File: src/rtl/aes_encrypt_core.sv
// rtl/aes_encrypt_core.sv - iterative AES-128 encryption core, one round per clock
//
// Purpose:
//   Encrypts one 128-bit block with a pre-expanded AES-128 key schedule.
//   The initial AddRoundKey is applied on accept. Each later edge runs one
//   full round (the tenth omits MixColumns). The result is held until the
//   consumer takes it.
//
// Ports:
//   clk         in   1     rising-edge clock
//   n_rst       in   1     asynchronous active-low reset
//   roundKeys   in   1408  round key i at [128*i+127:128*i], i = 0..10
//   in_valid    in   1     plaintext offered
//   in_ready    out  1     core idle and able to accept
//   plaintext   in   128   input block, byte 0 at [127:120], column-major
//   out_valid   out  1     ciphertext available
//   out_ready   in   1     consumer takes ciphertext
//   ciphertext  out  128   result block, same byte order as plaintext
//   busy        out  1     block in flight or awaiting pickup

module aes_encrypt_core (
  input  logic          clk,
  input  logic          n_rst,
  input  logic [1407:0] roundKeys,
  input  logic          in_valid,
  output logic          in_ready,
  input  logic [127:0]  plaintext,
  output logic          out_valid,
  input  logic          out_ready,
  output logic [127:0]  ciphertext,
  output logic          busy
);

  typedef enum logic [1:0] {
    IDLE  = 2'b00,
    ROUND = 2'b01,
    DONE  = 2'b10
  } fsm_t;

  // S-box packed with entry 0 in the top byte.
  localparam logic [2047:0] SBOX = {
    128'h637c777bf26b6fc53001672bfed7ab76,
    128'hca82c97dfa5947f0add4a2af9ca472c0,
    128'hb7fd9326363ff7cc34a5e5f171d83115,
    128'h04c723c31896059a071280e2eb27b275,
    128'h09832c1a1b6e5aa0523bd6b329e32f84,
    128'h53d100ed20fcb15b6acbbe394a4c58cf,
    128'hd0efaafb434d338545f9027f503c9fa8,
    128'h51a3408f929d38f5bcb6da2110fff3d2,
    128'hcd0c13ec5f974417c4a77e3d645d1973,
    128'h60814fdc222a908846eeb814de5e0bdb,
    128'he0323a0a4906245cc2d3ac629195e479,
    128'he7c8376d8dd54ea96c56f4ea657aae08,
    128'hba78252e1ca6b4c6e8dd741f4bbd8b8a,
    128'h703eb5664803f60e613557b986c11d9e,
    128'he1f8981169d98e949b1e87e9ce5528df,
    128'h8ca1890dbfe6426841992d0fb054bb16
  };

  function automatic logic [7:0] sbox(input logic [7:0] b);
    logic [10:0] idx;
    idx = 11'd2047 - {b, 3'b000};
    return SBOX[idx -: 8];
  endfunction

  // Multiply by x in GF(2^8), reduction polynomial 0x11B.
  function automatic logic [7:0] xtime(input logic [7:0] b);
    return {b[6:0], 1'b0} ^ (b[7] ? 8'h1b : 8'h00);
  endfunction

  // One encryption round. State byte i = s[row i%4][col i/4].
  function automatic logic [127:0] aes_round(
    input logic [127:0] s,
    input logic [127:0] k,
    input logic         last
  );
    logic [7:0]   sb [0:15];
    logic [7:0]   sr [0:15];
    logic [7:0]   mc [0:15];
    logic [7:0]   a0, a1, a2, a3;
    logic [127:0] res;
    for (int i = 0; i < 16; i++) begin
      sb[i] = sbox(s[127-8*i -: 8]);
    end
    // Row r rotates left by r columns.
    for (int r = 0; r < 4; r++) begin
      for (int c = 0; c < 4; c++) begin
        sr[r+4*c] = sb[r+4*((c+r)%4)];
      end
    end
    for (int c = 0; c < 4; c++) begin
      a0 = sr[4*c];
      a1 = sr[4*c+1];
      a2 = sr[4*c+2];
      a3 = sr[4*c+3];
      mc[4*c]   = xtime(a0) ^ xtime(a1) ^ a1 ^ a2 ^ a3;
      mc[4*c+1] = a0 ^ xtime(a1) ^ xtime(a2) ^ a2 ^ a3;
      mc[4*c+2] = a0 ^ a1 ^ xtime(a2) ^ xtime(a3) ^ a3;
      mc[4*c+3] = xtime(a0) ^ a0 ^ a1 ^ a2 ^ xtime(a3);
    end
    for (int i = 0; i < 16; i++) begin
      res[127-8*i -: 8] = (last ? sr[i] : mc[i]) ^ k[127-8*i -: 8];
    end
    return res;
  endfunction

  fsm_t         state, state_nxt;
  logic [127:0] state_reg, state_reg_nxt;
  logic [3:0]   round_cnt, round_cnt_nxt;
  logic [3:0]   key_sel;
  logic [127:0] round_key;
  logic [127:0] round_out;

  // Clamp keeps the key select inside the 11 keys even for counter values
  // that the FSM treats as corrupt and never uses.
  assign key_sel   = (round_cnt > 4'd10) ? 4'd10 : round_cnt;
  assign round_key = roundKeys[{key_sel, 7'd0} +: 128];
  assign round_out = aes_round(state_reg, round_key, round_cnt == 4'd10);

  always_ff @(posedge clk or negedge n_rst) begin
    if (!n_rst) begin
      state     <= IDLE;
      state_reg <= '0;
      round_cnt <= '0;
    end else begin
      state     <= state_nxt;
      state_reg <= state_reg_nxt;
      round_cnt <= round_cnt_nxt;
    end
  end

  always_comb begin
    state_nxt     = state;
    state_reg_nxt = state_reg;
    round_cnt_nxt = round_cnt;
    case (state)
      IDLE: begin
        if (in_valid) begin
          state_reg_nxt = plaintext ^ roundKeys[127:0];
          round_cnt_nxt = 4'd1;
          state_nxt     = ROUND;
        end
      end
      ROUND: begin
        if (round_cnt == 4'd0 || round_cnt > 4'd10) begin
          state_nxt = IDLE;
        end else begin
          state_reg_nxt = round_out;
          if (round_cnt == 4'd10) begin
            state_nxt = DONE;
          end else begin
            round_cnt_nxt = round_cnt + 4'd1;
          end
        end
      end
      DONE: begin
        if (out_ready) begin
          state_nxt = IDLE;
        end
      end
      default: begin
        state_nxt = IDLE;
      end
    endcase
  end

  // Handshake outputs decode only the registered state, so reset reaches
  // them without a clock and no input feeds through combinationally.
  always_comb begin
    in_ready  = 1'b0;
    out_valid = 1'b0;
    busy      = 1'b0;
    case (state)
      IDLE:    in_ready  = 1'b1;
      ROUND:   busy      = 1'b1;
      DONE: begin
        out_valid = 1'b1;
        busy      = 1'b1;
      end
      default: begin
        in_ready  = 1'b0;
        out_valid = 1'b0;
        busy      = 1'b0;
      end
    endcase
  end

  assign ciphertext = state_reg;

endmodule

File: config.mk
export PLATFORM = sky130hd
export DESIGN_NAME = aes_encrypt_core
export DESIGN_NICKNAME = d
export VERILOG_FILES = /design/src/rtl/aes_encrypt_core.sv
export SDC_FILE = /design/constraint.sdc
export NUM_CORES = 2
export LEC_CHECK = 0
export CAP_MARGIN = 0
export CELL_PAD_IN_SITES_DETAIL_PLACEMENT = 0
export CELL_PAD_IN_SITES_GLOBAL_PLACEMENT = 1
export CORE_AREA = 2 2 651 653
export DETAILED_ROUTE_END_ITERATION = 10
export DIE_AREA = 0 0 653 655
export GPL_TIMING_DRIVEN = 0
export PLACE_DENSITY_LB_ADDON = 0.1
export SYNTH_ARGS = -nofsm -noshare
export SYNTH_HDL_FRONTEND = slang
export SYNTH_SLANG_ARGS = --single-unit
File: constraint.sdc
create_clock -name clk -period 4.7 [get_ports clk]
set_input_delay 0.47 -clock clk [delete_from_list [all_inputs] [get_ports clk]]
set_output_delay 0.47 -clock clk [all_outputs]
set_load 0.01 [all_outputs]
==> impl_metrics.env <==
export IMPL_largest_reg_flops=128
export IMPL_num_fill_cells=47400
export IMPL_async_flop_share=1.00
export IMPL_htree_num_levels=4
export IMPL_synth_simple_area_share=0.216
export IMPL_worstPathRequired_ns=5.12
export IMPL_worstPathCellList="inv_1 -> ha_1 -> clkbuf_1 -> and2_1 -> clkbuf_1 -> nand2_2 -> clkbuf_2 -> o21ai_1"
export IMPL_drc=0
export IMPL_seqCellArea_um2=3530
export IMPL_drv_slew=75
export IMPL_synthMuxAreaShare=0.121
export IMPL_wire_per_inst_um=59.1
export IMPL_num_io_pins=1671
export IMPL_hold_class="input pin to async pin"
export IMPL_synth_edff_count=0
export IMPL_crit_arrival_ns=5.46
export IMPL_track_usage=0.518
export IMPL_clk_path_buf_depth=2
export IMPL_antenna_found_initial=330
export IMPL_cp_depth=8
export IMPL_fp_dieW_um=653
export IMPL_fmax_ghz=0.198
export IMPL_fin_crit_sh=1.07
export IMPL_cts_tree="built"
export IMPL_clkSinkCount=134
export IMPL_drtAntennaViolNets=0
export IMPL_cts_clk_slew_worst_paths_ns=0.09
export IMPL_relSlewSlack=-0.120
export IMPL_cp_startpoint="state[1]"
export IMPL_synth_ff_type="dfrtp_1"
export IMPL_endpoint="ciphertext[112]"
export IMPL_core_area_um2=422000
export IMPL_worst_setup_path_start_kind="flip-flop"
export IMPL_cpPeakStageDelay_ns=0.95
export IMPL_drive_gt1_frac=0.229
export IMPL_synth_xor_xnor_area_share=0.0957
export IMPL_syn_area_um2=78000
export IMPL_slowest_stage="clkbuf_1"
export IMPL_ys_warn_count=0
export IMPL_ys_seq_elements=134
export IMPL_synthAdderAreaFrac=0.0367
export IMPL_reg2regPathDepth=8
export IMPL_firstDrtPassIters=8
export IMPL_synth_top_family_by_area="compound AO/OA/AOI/OAI gates"
export IMPL_ys_types=109
export IMPL_critPathCaptureType="flip-flop"
export IMPL_cp_num_buf_inv=4
export IMPL_dr_first_iter_drc_count=21000
export IMPL_rows=239
export IMPL_synth_compound_area_frac=0.403
export IMPL_route_vias_total=131000
export IMPL_fin_ws_ns=-0.339
export IMPL_timing_rr_end="ciphertext[112]"
export IMPL_dieArea_um2=428000
export IMPL_rsz0062_at_grt="yes"
export IMPL_synthCells=11600
export IMPL_drv_cap=11
export IMPL_initial_utilization=0.185
export IMPL_grt_max_degree=73
export IMPL_r2r_start="state[1]"
export IMPL_fp_dieH_um=655
export IMPL_path_max_fanout=10
export IMPL_root_buffer="clkbuf_16"
export IMPL_syn_nets=13400
export IMPL_hold_violations=0
export IMPL_port_buffers=1670
export IMPL_final_core_utilization=0.283
export IMPL_syn_to_final_growth_pct=52.9
export IMPL_clock_latency_ns=0.61
export IMPL_fin_tns_setup_ns=-10.0
export IMPL_cts_buffers_inserted=17
export IMPL_gp_congestion=1.10
export IMPL_crit_top_cell="clkbuf_1"
export IMPL_status="finished with violations"
export IMPL_yosysSeqAreaShare=0.0430
export IMPL_skew_ns=0.0446
export IMPL_via_per_inst=6.66
export IMPL_syn_avg_cell_area_um2=6.71
export IMPL_fin_crit_ns=5.04
export IMPL_ff2ff_setup_slack_ns=-0.34
export IMPL_worst_pin_slew_ns=1.67
export IMPL_overflow=0
export IMPL_layout_commonest_cell="clkdlybuf4s50_1"
export IMPL_path_class="flip-flop to flip-flop"
export IMPL_hpwl_um=949000
export IMPL_multi_input_area_um2=75100
export IMPL_setup_viol=94
export IMPL_violations="capacitance limit, slew limit, setup timing"
export IMPL_cp_top_family="buffers and inverters"
export IMPL_grt_pass1_wl_um=1440000
export IMPL_fin_nets=15600
export IMPL_drt_wl_total_um=1170000
export IMPL_grt_pass1_vias=121000
export IMPL_layout_common_cells="clkdlybuf4s50_1, a21oi_1, o21ai_0, nor2_1, nand2_1"
-- stage by stage --
| stage | hold slack, ns | std cells | instance area, um2 | setup slack [ns] |
|---|---|---|---|---|
| final | 0.546 | 19700 | 119000 | -0.339 |
| after global routing | 0.569 | 19600 | 119000 | -0.0821 |
| after CTS | 0.554 | 19200 | 114000 | -0.501 |
| after detailed placement | 0.534 | 19000 | 104000 | -6.69 |
| after global placement | 0.528 | 18800 | 102000 | -11.56 |
| after floorplan | 0.174 | 11600 | 78000 | 0.0514 |
-- what timing repair did --
item                                     CTS  global route
gates resized for setup                 1641          1039
gates cloned                               2             1
setup buffers                            269           188
pin swaps                                139           131
endpoints found under the hold margin     45             0
hold buffers                               1             0
endpoints found under the setup margin   134           128
-- cells by family after synthesis --
| kind of cell | after synthesis |
|---|---|
| xor+xnor | 821 |
| simple gates | 3470 |
| compound gates | 4739 |
| buf+inv | 1566 |
| flops | 134 |
| mux | 656 |
| fa+ha+maj | 229 |
-- cell type report --
class,instances,share of cell area
clock inverter,13,0.000997
tap,5543,0.0582
multi-input combinational,9915,0.630
inverter,173,0.00687
timing repair buffer,2255,0.197
sequential,134,0.0296
clock buffer,19,0.00371
antenna,342,0.00718
buffer,1329,0.0669
-- worst min-delay path by stage --
stage	slack, ns	cells after the start	endpoint
6_report	0.55	2	ciphertext[120]
5_1_grt	0.57	1	state[0]
4_1_cts	0.55	1	state[0]
3_5_place_dp	0.53	1	ciphertext[120]
3_3_place_gp	0.53	1	state[0]
2_1_floorplan	0.17	0	ciphertext[0]
-- Yosys cell counts, types with 126 or more instances --
cell type	count	area share
dfrtp_1	134	0.043
a31oi_1	217	0.017
a221oi_1	154	0.017
nor2b_1	285	0.023
xor2_1	284	0.032
inv_1	137	0.0066
mux4_2	220	0.064
nand3_1	313	0.020
nand2b_1	297	0.024
clkbuf_1	791	0.038
a311oi_1	126	0.014
o21ai_0	1011	0.065
ha_1	229	0.037
o211ai_1	198	0.019
buf_2	392	0.025
o311ai_0	165	0.019
nor2_1	850	0.041
mux2i_1	382	0.049
o22ai_1	275	0.022
xnor2_1	516	0.058
a211oi_1	295	0.028
o221ai_1	138	0.016
nor3_1	412	0.026
buf_1	151	0.0073
a21oi_1	1181	0.076
nand2_1	803	0.039
-- per-layer routing --
| metal | part of all wire | track usage | vias to the layer above |
|---|---|---|---|
| li1 | - | - | 49000 |
| met1 | 0.36 | 0.588 | 66900 |
| met2 | 0.40 | 0.727 | 11800 |
| met3 | 0.12 | 0.198 | 3487 |
| met4 | 0.12 | 0.522 | 118 |
| met5 | 0.00070 | 0 | - |
-- worst reg2reg max path: cells and delay by family (launching register included) --
| family | cells | cell delay [ns] |
|---|---|---|
| adders and majority gates | 1 | 0.14 |
| AOI/OAI and AO/OA | 1 | 0.69 |
| buffers and inverters | 4 | 2.66 |
| DFF | 1 | 0.41 |
| and+or+nand+nor | 2 | 0.97 |
Power is left out: the tool's default activity adds up to more than one toggle a clock period on the data nets, which glitch-free logic cannot reach.
